==> src/rtl/multicycle_control.sv <==
// Moore control FSM for a multicycle MIPS-style datapath with a memory ready handshake.
// Only IRWrite/PCWrite in FETCH look at mem_ready; every other output is a pure function of state.
module multicycle_control #(
    parameter bit EN_ADDI = 1'b1,
    parameter bit EN_JUMP = 1'b1
) (
    input  logic       clk,
    input  logic       rst_n,
    input  logic [5:0] Op,
    input  logic [5:0] Funct,
    input  logic       mem_ready,
    output logic       IorD,
    output logic       IRWrite,
    output logic       MemWrite,
    output logic       PCWrite,
    output logic       Branch,
    output logic [1:0] PCSrc,
    output logic       ALUSrcA,
    output logic [1:0] ALUSrcB,
    output logic       RegDst,
    output logic       MemtoReg,
    output logic       RegWrite,
    output logic [2:0] ALUControl,
    output logic       illegal,
    output logic [3:0] state
);
    typedef enum logic [3:0] {
        FETCH   = 4'd0,
        DECODE  = 4'd1,
        MEMADR  = 4'd2,
        MEMRD   = 4'd3,
        MEMWB   = 4'd4,
        MEMWR   = 4'd5,
        EXECUTE = 4'd6,
        ALUWB   = 4'd7,
        BRANCH  = 4'd8,
        ADDIEX  = 4'd9,
        ADDIWB  = 4'd10,
        JUMP    = 4'd11,
        ILLEGAL = 4'd15
    } state_t;

    localparam logic [5:0] OP_RTYPE = 6'b000000;
    localparam logic [5:0] OP_LW    = 6'b100011;
    localparam logic [5:0] OP_SW    = 6'b101011;
    localparam logic [5:0] OP_BEQ   = 6'b000100;
    localparam logic [5:0] OP_ADDI  = 6'b001000;
    localparam logic [5:0] OP_J     = 6'b000010;

    state_t     cur, nxt;
    logic       funct_ok;
    logic [2:0] funct_alu;

    assign state = cur;

    always_comb begin
        funct_ok  = 1'b1;
        funct_alu = 3'b000;
        case (Funct)
            6'b100000: funct_alu = 3'b010;
            6'b100010: funct_alu = 3'b110;
            6'b100100: funct_alu = 3'b000;
            6'b100101: funct_alu = 3'b001;
            6'b101010: funct_alu = 3'b111;
            default:   funct_ok  = 1'b0;
        endcase
    end

    always_ff @(posedge clk or negedge rst_n) begin
        if (!rst_n) cur <= FETCH;
        else        cur <= nxt;
    end

    always_comb begin
        nxt        = FETCH;
        IorD       = 1'b0;
        IRWrite    = 1'b0;
        MemWrite   = 1'b0;
        PCWrite    = 1'b0;
        Branch     = 1'b0;
        PCSrc      = 2'b00;
        ALUSrcA    = 1'b0;
        ALUSrcB    = 2'b00;
        RegDst     = 1'b0;
        MemtoReg   = 1'b0;
        RegWrite   = 1'b0;
        ALUControl = 3'b000;
        illegal    = 1'b0;
        case (cur)
            FETCH: begin
                ALUSrcB    = 2'b01;
                ALUControl = 3'b010;
                // rst_n gating keeps the enables quiet while reset holds us in FETCH
                IRWrite    = mem_ready & rst_n;
                PCWrite    = mem_ready & rst_n;
                nxt        = mem_ready ? DECODE : FETCH;
            end
            DECODE: begin
                ALUSrcB    = 2'b11;
                ALUControl = 3'b010;
                case (Op)
                    OP_LW, OP_SW: nxt = MEMADR;
                    OP_RTYPE:     nxt = funct_ok ? EXECUTE : ILLEGAL;
                    OP_BEQ:       nxt = BRANCH;
                    OP_ADDI:      nxt = EN_ADDI ? ADDIEX : ILLEGAL;
                    OP_J:         nxt = EN_JUMP ? JUMP : ILLEGAL;
                    default:      nxt = ILLEGAL;
                endcase
            end
            MEMADR: begin
                ALUSrcA    = 1'b1;
                ALUSrcB    = 2'b10;
                ALUControl = 3'b010;
                nxt        = (Op == OP_SW) ? MEMWR : MEMRD;
            end
            MEMRD: begin
                IorD = 1'b1;
                nxt  = mem_ready ? MEMWB : MEMRD;
            end
            MEMWB: begin
                MemtoReg = 1'b1;
                RegWrite = 1'b1;
            end
            MEMWR: begin
                IorD     = 1'b1;
                MemWrite = 1'b1;
                nxt      = mem_ready ? FETCH : MEMWR;
            end
            EXECUTE: begin
                ALUSrcA    = 1'b1;
                ALUControl = funct_alu;
                nxt        = ALUWB;
            end
            ALUWB: begin
                RegDst   = 1'b1;
                RegWrite = 1'b1;
            end
            BRANCH: begin
                ALUSrcA    = 1'b1;
                ALUControl = 3'b110;
                Branch     = 1'b1;
                PCSrc      = 2'b01;
            end
            ADDIEX: begin
                ALUSrcA    = 1'b1;
                ALUSrcB    = 2'b10;
                ALUControl = 3'b010;
                nxt        = ADDIWB;
            end
            ADDIWB: RegWrite = 1'b1;
            JUMP: begin
                PCWrite = 1'b1;
                PCSrc   = 2'b10;
            end
            ILLEGAL: begin
                illegal = 1'b1;
                nxt     = ILLEGAL;
            end
            default: nxt = FETCH;
        endcase
    end
endmodule

==> config.mk <==
export PLATFORM = sky130hd
export DESIGN_NAME = multicycle_control
export DESIGN_NICKNAME = d
export VERILOG_FILES = /design/src/rtl/multicycle_control.sv
export SDC_FILE = /design/constraint.sdc
export NUM_CORES = 1
export LEC_CHECK = 0
export BUFFER_PORTS_ARGS = -buffer_cell sky130_fd_sc_hd__buf_2
export CAP_MARGIN = 20
export CORE_MARGIN = 2
export CORE_UTILIZATION = 49
export CTS_BUF_LIST = sky130_fd_sc_hd__clkbuf_8
export DETAILED_ROUTE_END_ITERATION = 6
export GPL_ROUTABILITY_DRIVEN = 0
export PLACE_DENSITY = 0.93
export SLEW_MARGIN = 20
export SYNTH_ARGS = -nofsm -noshare
export SYNTH_HDL_FRONTEND = slang
export SYNTH_SLANG_ARGS = --single-unit
==> constraint.sdc <==
create_clock -name clk -period 4.6 [get_ports clk]
set_clock_uncertainty 0.2 [all_clocks]
set_input_delay 1.15 -clock clk [delete_from_list [all_inputs] [get_ports clk]]
set_output_delay 1.15 -clock clk [all_outputs]
set_load 0.02 [all_outputs]
# [After elaboration in Yosys (flattened, before gate mapping)]
# Index checks and enable logic that the tools add are counted.
[word_totals] regBits=4 in_bits=15 output_inout_bits=21 elab_cells=55
[op_classes] n_eq_ne=22 muxes=22 n_bitwise=1 reduce_logical=9
[ops] cell="== test 6 bit (second input constant)" n=7
[ops] cell="one-hot mux 4 bit (8 select lines)" n=1
[ops] cell="== test 4 bit (second input constant)" n=5
[ops] cell="one-hot mux 4 bit (5 select lines)" n=1
[ops] cell="== test 4 x 3 -> 1 bit (second input constant)" n=4
[ops] cell="one-hot mux 3 bit (4 select lines)" n=1
[ops] cell="two-way mux 1 bit" n=11
[ops] cell="two-way mux 3 bit" n=3
[ops] cell="one-hot mux 3 bit (3 select lines)" n=1
[ops] cell="== test 4 x 2 -> 1 bit (second input constant)" n=2
[ops] cell="OR reduction 4 bit" n=2
[ops] cell="== test 6 x 2 -> 1 bit (second input constant)" n=1
[ops] cell="== test 6 x 3 -> 1 bit (second input constant)" n=1
[ops] cell="== test 6 x 4 -> 1 bit (second input constant)" n=1
[ops] cell="zero test 6 bit" n=1
[ops] cell="one-hot mux 2 bit (3 select lines)" n=1
[ops] cell="OR reduction 2 bit" n=3
[ops] cell="OR reduction 5 bit" n=1
[ops] cell="== test 4 x 1 -> 1 bit (second input constant)" n=1
[ops] cell="zero test 4 bit" n=1
[ops] cell="two-way mux 4 bit" n=1
[ops] cell="one-hot mux 2 bit (2 select lines)" n=1
[ops] cell="OR reduction 3 bit" n=1
[ops] cell="one-hot mux 1 bit (2 select lines)" n=1
[ops] cell="bitwise AND 1 bit" n=1

# [Longest topological paths before layout]
# Gate-level depths: netlist of run 1.
[logic_depth] ltp_word=6 ltp_mapped=5 depth_no_buf=4

# [Worst setup path after synthesis of run 1]
# No wires, ideal clock.
[synth_path] path_type="input port to output port" start="input port Funct[1]" end="output port ALUControl[0]" arrival_ns=2.171 path_slack_ns=1.079 stages=3 path_cell_list="nor4bb_1 -> a31oi_1 -> nor4_1"
[synth_between] elab_chain_len=3 word_cells_on_any_way=6 classes_between="4 x eq/ne; 2 x mux"
[synth_lines] item="from (decl)" line="10" source="input logic [5:0] Funct,"
[synth_lines] item="== test 6 bit" line="59" source="case (Funct)"
[synth_lines] item="one-hot mux 3 bit (4 select lines) (*)" line="59"
[synth_lines] item="one-hot mux 3 bit (3 select lines) (*)" line="89" source="case (cur)"
[synth_lines] item="to (decl)" line="23" source="output logic [2:0] ALUControl,"
# Every way passes the cells marked *; elsewhere a longest branch is shown, timed or not.

# [Worst setup path in the final report of run 1]
[layout_path] start="input port Funct[4]" end="output port ALUControl[1]"
# Same word-level chain as after synthesis.

==> results of run 1 <==
==> layout make-up <==
cell class / count / area, um2
clock buffer: 3 / 41.3
fill: 113 / 442
inverter: 1 / 3.75
multi-input combinational: 76 / 488
sequential: 4 / 100
tap: 15 / 18.8
timing repair buffer: 35 / 175
==> metal layers <==
layer | global-route usage | part of all wire | routed length (um)
met2 | 0.427 | 0.49 | 875
met1 | 0.303 | 0.43 | 773
met5 | 0 | 0 | 0
met4 | 0.108 | 0.011 | 20
met3 | 0.0500 | 0.070 | 125
==> stage by stage <==
| stage | utilization | area [um2] | power [mW] |
|---|---|---|---|
| 3_5_place_dp | 0.619 | 786 | 0.434 |
| 4_1_cts | 0.652 | 827 | 0.512 |
| 5_1_grt | 0.652 | 827 | 0.558 |
| 3_3_place_gp | 0.619 | 786 | 0.428 |
| 6_report | 0.652 | 827 | 0.516 |
| 2_1_floorplan | - | 646 | 0.358 |
==> worst min-delay path by stage <==
stage	startpoint	endpoint	slack, ps	depth (start not counted)
after floorplan	state[3]$_DFF_PN0_	state[3]$_DFF_PN0_	620	3
after global placement	state[3]$_DFF_PN0_	state[3]$_DFF_PN0_	560	2
after detailed placement	state[3]$_DFF_PN0_	state[3]$_DFF_PN0_	580	2
after CTS	rst_n	state[1]$_DFF_PN0_	530	1
after global routing	rst_n	state[0]$_DFF_PN0_	540	1
final	rst_n	state[1]$_DFF_PN0_	530	1
==> where the power goes <==
| part | total [mW] | internal [mW] | switching, mW |
|---|---|---|---|
| Sequential | 0.116 | 0.0508 | 0.0647 |
| Combinational | 0.324 | 0.130 | 0.194 |
| Clock | 0.0770 | 0.0560 | 0.0210 |
| Total | 0.516 | 0.237 | 0.279 |
==> cells in the mapped netlist, types with 3 or more instances <==
cell type / count
nor3_1: 7
a21oi_1: 6
a31oi_1: 4
nor2_1: 11
dfrtp_1: 4
nand2_1: 4
nand2b_1: 3
o21ai_0: 6
==> cell families (layout without fill, tap and decap cells) <==
group,Yosys count,count (layout),synth area share
XOR/XNOR,2,2,0.0271
flip-flops,4,4,0.155
buffers and inverters,7,39,0.0892
AND/OR/NAND/NOR,47,47,0.442
AO/OA/AOI/OAI,26,26,0.271
multiplexers,1,1,0.0155
==> impl_metrics.py, run 1 <==
metrics = {
    "run_status": {
        "outcome": "finished, final reports clean",
    },
    "sta": {
        "holdWs_ps": 527,
        "fmaxAchievable_mhz": 290,
        "setup_slack_ps": 1150,
        "tightest_slew_ps": 522,
        "finalSetupViolCount": 0,
        "period_share": 0.750,
        "setup_tns_ps": 0,
        "final_hold_viol_count": 0,
        "maxSlewViolCount": 0,
        "slew_headroom": 0.652,
        "fin_crit_ps": 3450,
        "rsz0062_at_grt": "false",
    },
    "cts": {
        "clockBufferDepth": 2,
        "worstSkewPairLatency_ps": 230,
        "cts_buffers": 3,
        "cts_setup_buffers": 0,
        "cts_hold_buf": 0,
        "cts.clk_slew.worst_paths_ps": 40,
        "cts_tree": "yes",
        "clock-sinks": 4,
        "clockRootBuffer": "clkbuf_8",
        "cts.htree.levels": 1,
        "cts_resized": 0,
    },
    "cells_and_area": {
        "drive_gt1_frac": 0.403,
        "insertedDiodeCount": 0,
        "largest_register_ffs": 4,
        "layout_commonest_cell": "buf_2",
        "final_cell_mix": "buf_2, nor2_1, nor3_1, a21oi_1, o21ai_0",
        "fin_nets": 136,
        "area_growth_pct": 28.1,
        "post_layout_nonfiller_instances": 134,
    },
    "global_routing": {
        "grt_max_degree": 19,
        "antenna_found_initial": 0,
        "grt_overflow": 0,
        "first_global_vias": 600,
        "grt_use_total": 0.251,
        "grt_pass1_wl_um": 2660,
    },
    "floorplan": {
        "dieHeight_um": 40.3,
        "dieArea_um2": 1620,
        "initial_core_util": 0.509,
        "pin_count": 36,
        "rows": 13,
        "die_x_um": 40.3,
        "design.core.area_um2": 1270,
    },
    "power_and_ir_drop": {
        "p_leak_nw": 0.410,
        "ir_worst_vdd_v": 0.000351,
        "p_per_area_nw_per_um2": 624,
    },
    "placed_design": {
        "dp_hpwl_um": 1250,
        "place_inst": 131,
        "dp_slack_ps": 1150,
        "portBuffers": 35,
    },
    "synth": {
        "synth_top_area_frac": 0.155,
        "syn-mean-instance-area_um2": 7.42,
        "ys_ff_latch": 4,
        "synth-seq-area-share": 0.155,
        "async_reset_ff_frac": 1.00,
        "syn-num-nets": 102,
        "ys_warn_count": 0,
        "synth_flop_cell": "dfrtp_1",
        "synth_edf_count": 0,
        "synth.largest_area_cell": "dfrtp_1",
        "synth.distinct_cells": 42,
        "synthTopCellsByArea": "dfrtp_1, nor2_1, nor3_1, a21oi_1, o21ai_0",
        "syn_area_um2": 646,
        "synth_cells": 87,
    },
    "setup_path": {
        "r2r_setup_slack_ps": 2580,
        "required_ps": 3250,
        "r2r_end": "state[0]$_DFF_PN0_",
        "critPathSlowestCell": "nor3_1",
        "startpoint_type": "primary input",
        "cp-endpoint": "ALUControl[1]",
        "crit_type": "primary input to output pin",
        "crit_start": "Funct[4]",
        "critPathMaxStageDelay_ps": 220,
        "crit_cells": 6,
        "worstPathArrival_ps": 2100,
        "crit_chain": "buf_2, nand3b_1, nor3_1, nand2_1, a21oi_1, buf_2",
        "end_kind": "output pin",
        "cpMostUsedCell": "buf_2",
        "worst-path-max-fanout": 2,
        "critPathBufInv": 2,
        "ff2ff_path_depth": 4,
        "r2r_start": "state[0]$_DFF_PN0_",
        "crit_family": "simple AND/OR/NAND/NOR gates",
    },
    "drt": {
        "first_pass_iters": 4,
        "ant_nets": 0,
        "via_count": 824,
        "drt_iter0_markers": 21,
        "drt-total-wl_um": 1790,
        "via_per_inst": 6.15,
        "wl_per_cell_um": 13.4,
        "drc": 0,
    },
    "flow_run": {
        "maxCapViolations": 0,
    },
    "min_path": {
        "hp-class": "primary input to async pin",
    },
}
(Power assumes the default switching activity.)
==> run 2, diff against run 1 <==
CORE_UTILIZATION = 41   (was 49)
PLACE_DENSITY = 0.84   (was 0.93)
clock period = 2.9 ns   (was 4.6 ns; I/O delays follow)
==> impl_metrics.py, run 2 (synthesis gave the netlist of run 1 again) <==
metrics = {
    "cts": {
        "clockBufferDepth": 2,
        "cts.htree.levels": 1,
        "worstSkewPairLatency_ps": 210,
        "cts_tree": "yes",
        "cts.clk_slew.worst_paths_ps": 30,
        "cts_buffers": 3,
        "clock-sinks": 4,
        "clockRootBuffer": "clkbuf_8",
        "cts_setup_buffers": 0,
        "cts_hold_buf": 0,
        "cts_resized": 0,
    },
    "sta": {
        "fmaxAchievable_mhz": 380,
        "fin_crit_ps": 2630,
        "finalSetupViolCount": 0,
        "final_hold_viol_count": 0,
        "slew_headroom": 0.644,
        "setup_tns_ps": 0,
        "holdWs_ps": 112,
        "tightest_slew_ps": 534,
        "rsz0062_at_grt": "false",
        "period_share": 0.909,
        "maxSlewViolCount": 0,
    },
    "cells_and_area": {
        "largest_register_ffs": 4,
        "layout_commonest_cell": "buf_2",
        "area_growth_pct": 29.5,
        "fin_util": 0.561,
        "insertedDiodeCount": 0,
        "drive_gt1_frac": 0.408,
        "fin_nets": 137,
        "final_cell_mix": "buf_2, nor2_1, nor3_1, a21oi_1, o21ai_0",
    },
    "power_and_ir_drop": {
        "ir_worst_vdd_v": 0.000468,
        "p_per_area_nw_per_um2": 996,
        "p_leak_nw": 0.415,
    },
    "flow_run": {
        "maxCapViolations": 0,
    },
    "floorplan": {
        "rows": 14,
        "dieArea_um2": 1910,
        "dieHeight_um": 43.7,
        "die_x_um": 43.7,
        "pin_count": 36,
        "initial_core_util": 0.434,
        "design.core.area_um2": 1490,
    },
    "run_status": {
        "outcome": "finished, final reports clean",
    },
    "setup_path": {
        "required_ps": 1980,
        "crit_type": "flop to output pin",
        "worstPathArrival_ps": 1710,
        "ff2ff_path_depth": 4,
        "end_kind": "output pin",
        "worst-path-max-fanout": 18,
        "startpoint_type": "flop",
    },
    "drt": {
        "wl_per_cell_um": 13.4,
        "via_count": 796,
        "drt-total-wl_um": 1820,
        "first_pass_iters": 4,
        "via_per_inst": 5.85,
        "ant_nets": 0,
        "drc": 0,
        "drt_iter0_markers": 28,
    },
    "global_routing": {
        "grt_max_degree": 19,
        "grt_pass1_wl_um": 2840,
        "antenna_found_initial": 0,
        "grt_overflow": 0,
        "grt_use_total": 0.192,
        "first_global_vias": 634,
    },
    "placed_design": {
        "dp_hpwl_um": 1320,
        "portBuffers": 35,
    },
    "min_path": {
        "hp-class": "primary input to async pin",
    },
}
==> run 2: critical path, cell delays in order, from the launching register on <==
cell	delay, ps
dfrtp_1	660
nand3b_1	180
nor3_1	240
nand2_1	80
a21oi_1	140
buf_2	180
==> run 2: routing by layer <==
| metal | track usage | vias up | wire length [um] |
|---|---|---|---|
| met4 | 0.0545 | 0 | 0 |
| met1 | 0.263 | 357 | 818 |
| met2 | 0.315 | 36 | 859 |
| met3 | 0.0250 | 0 | 142 |
| li1 | - | 403 | - |
| met5 | 0 | - | 0 |
==> run 2: per-stage QoR <==
step / cells / setup WS (ps) / power [mW] / cell area [um2]
floorplan: 87 / 229 / 0.568 / 646
global placement: 133 / 379 / 0.693 / 795
detailed placement: 133 / 347 / 0.699 / 795
CTS: 136 / 287 / 0.827 / 836
global route: 136 / 104 / 0.887 / 836
finish: 136 / 265 / 0.832 / 836
==> run 2: area by class of cell <==
type | count | area (um2)
multi-input cells | 76 | 488
flip-flops and latches | 4 | 100
inverters | 1 | 3.75
fillers | 152 | 653
clock buffers | 3 | 41.3
well taps | 16 | 20.0
repair buffers | 36 | 183
==> run 2: path summary, 6_finish.rpt <==
check	from	to	slack (ps)
worst max-delay path	state[1]$_DFF_PN0_	ALUControl[1]	270
worst min-delay path	rst_n	state[2]$_DFF_PN0_	110
worst max register to register	state[1]$_DFF_PN0_	state[2]$_DFF_PN0_	890
worst min register to register	state[0]$_DFF_PN0_	state[3]$_DFF_PN0_	600
max in group asynchronous	rst_n	state[1]$_DFF_PN0_	2260
min in group clk	state[0]$_DFF_PN0_	state[3]$_DFF_PN0_	600
==> run 2: power by group <==
group	total [mW]	switching, mW	internal [mW]
sequential	0.170	0.0890	0.0810
clock	0.117	0.0284	0.0885
combinational	0.545	0.332	0.213
total	0.832	0.450	0.382
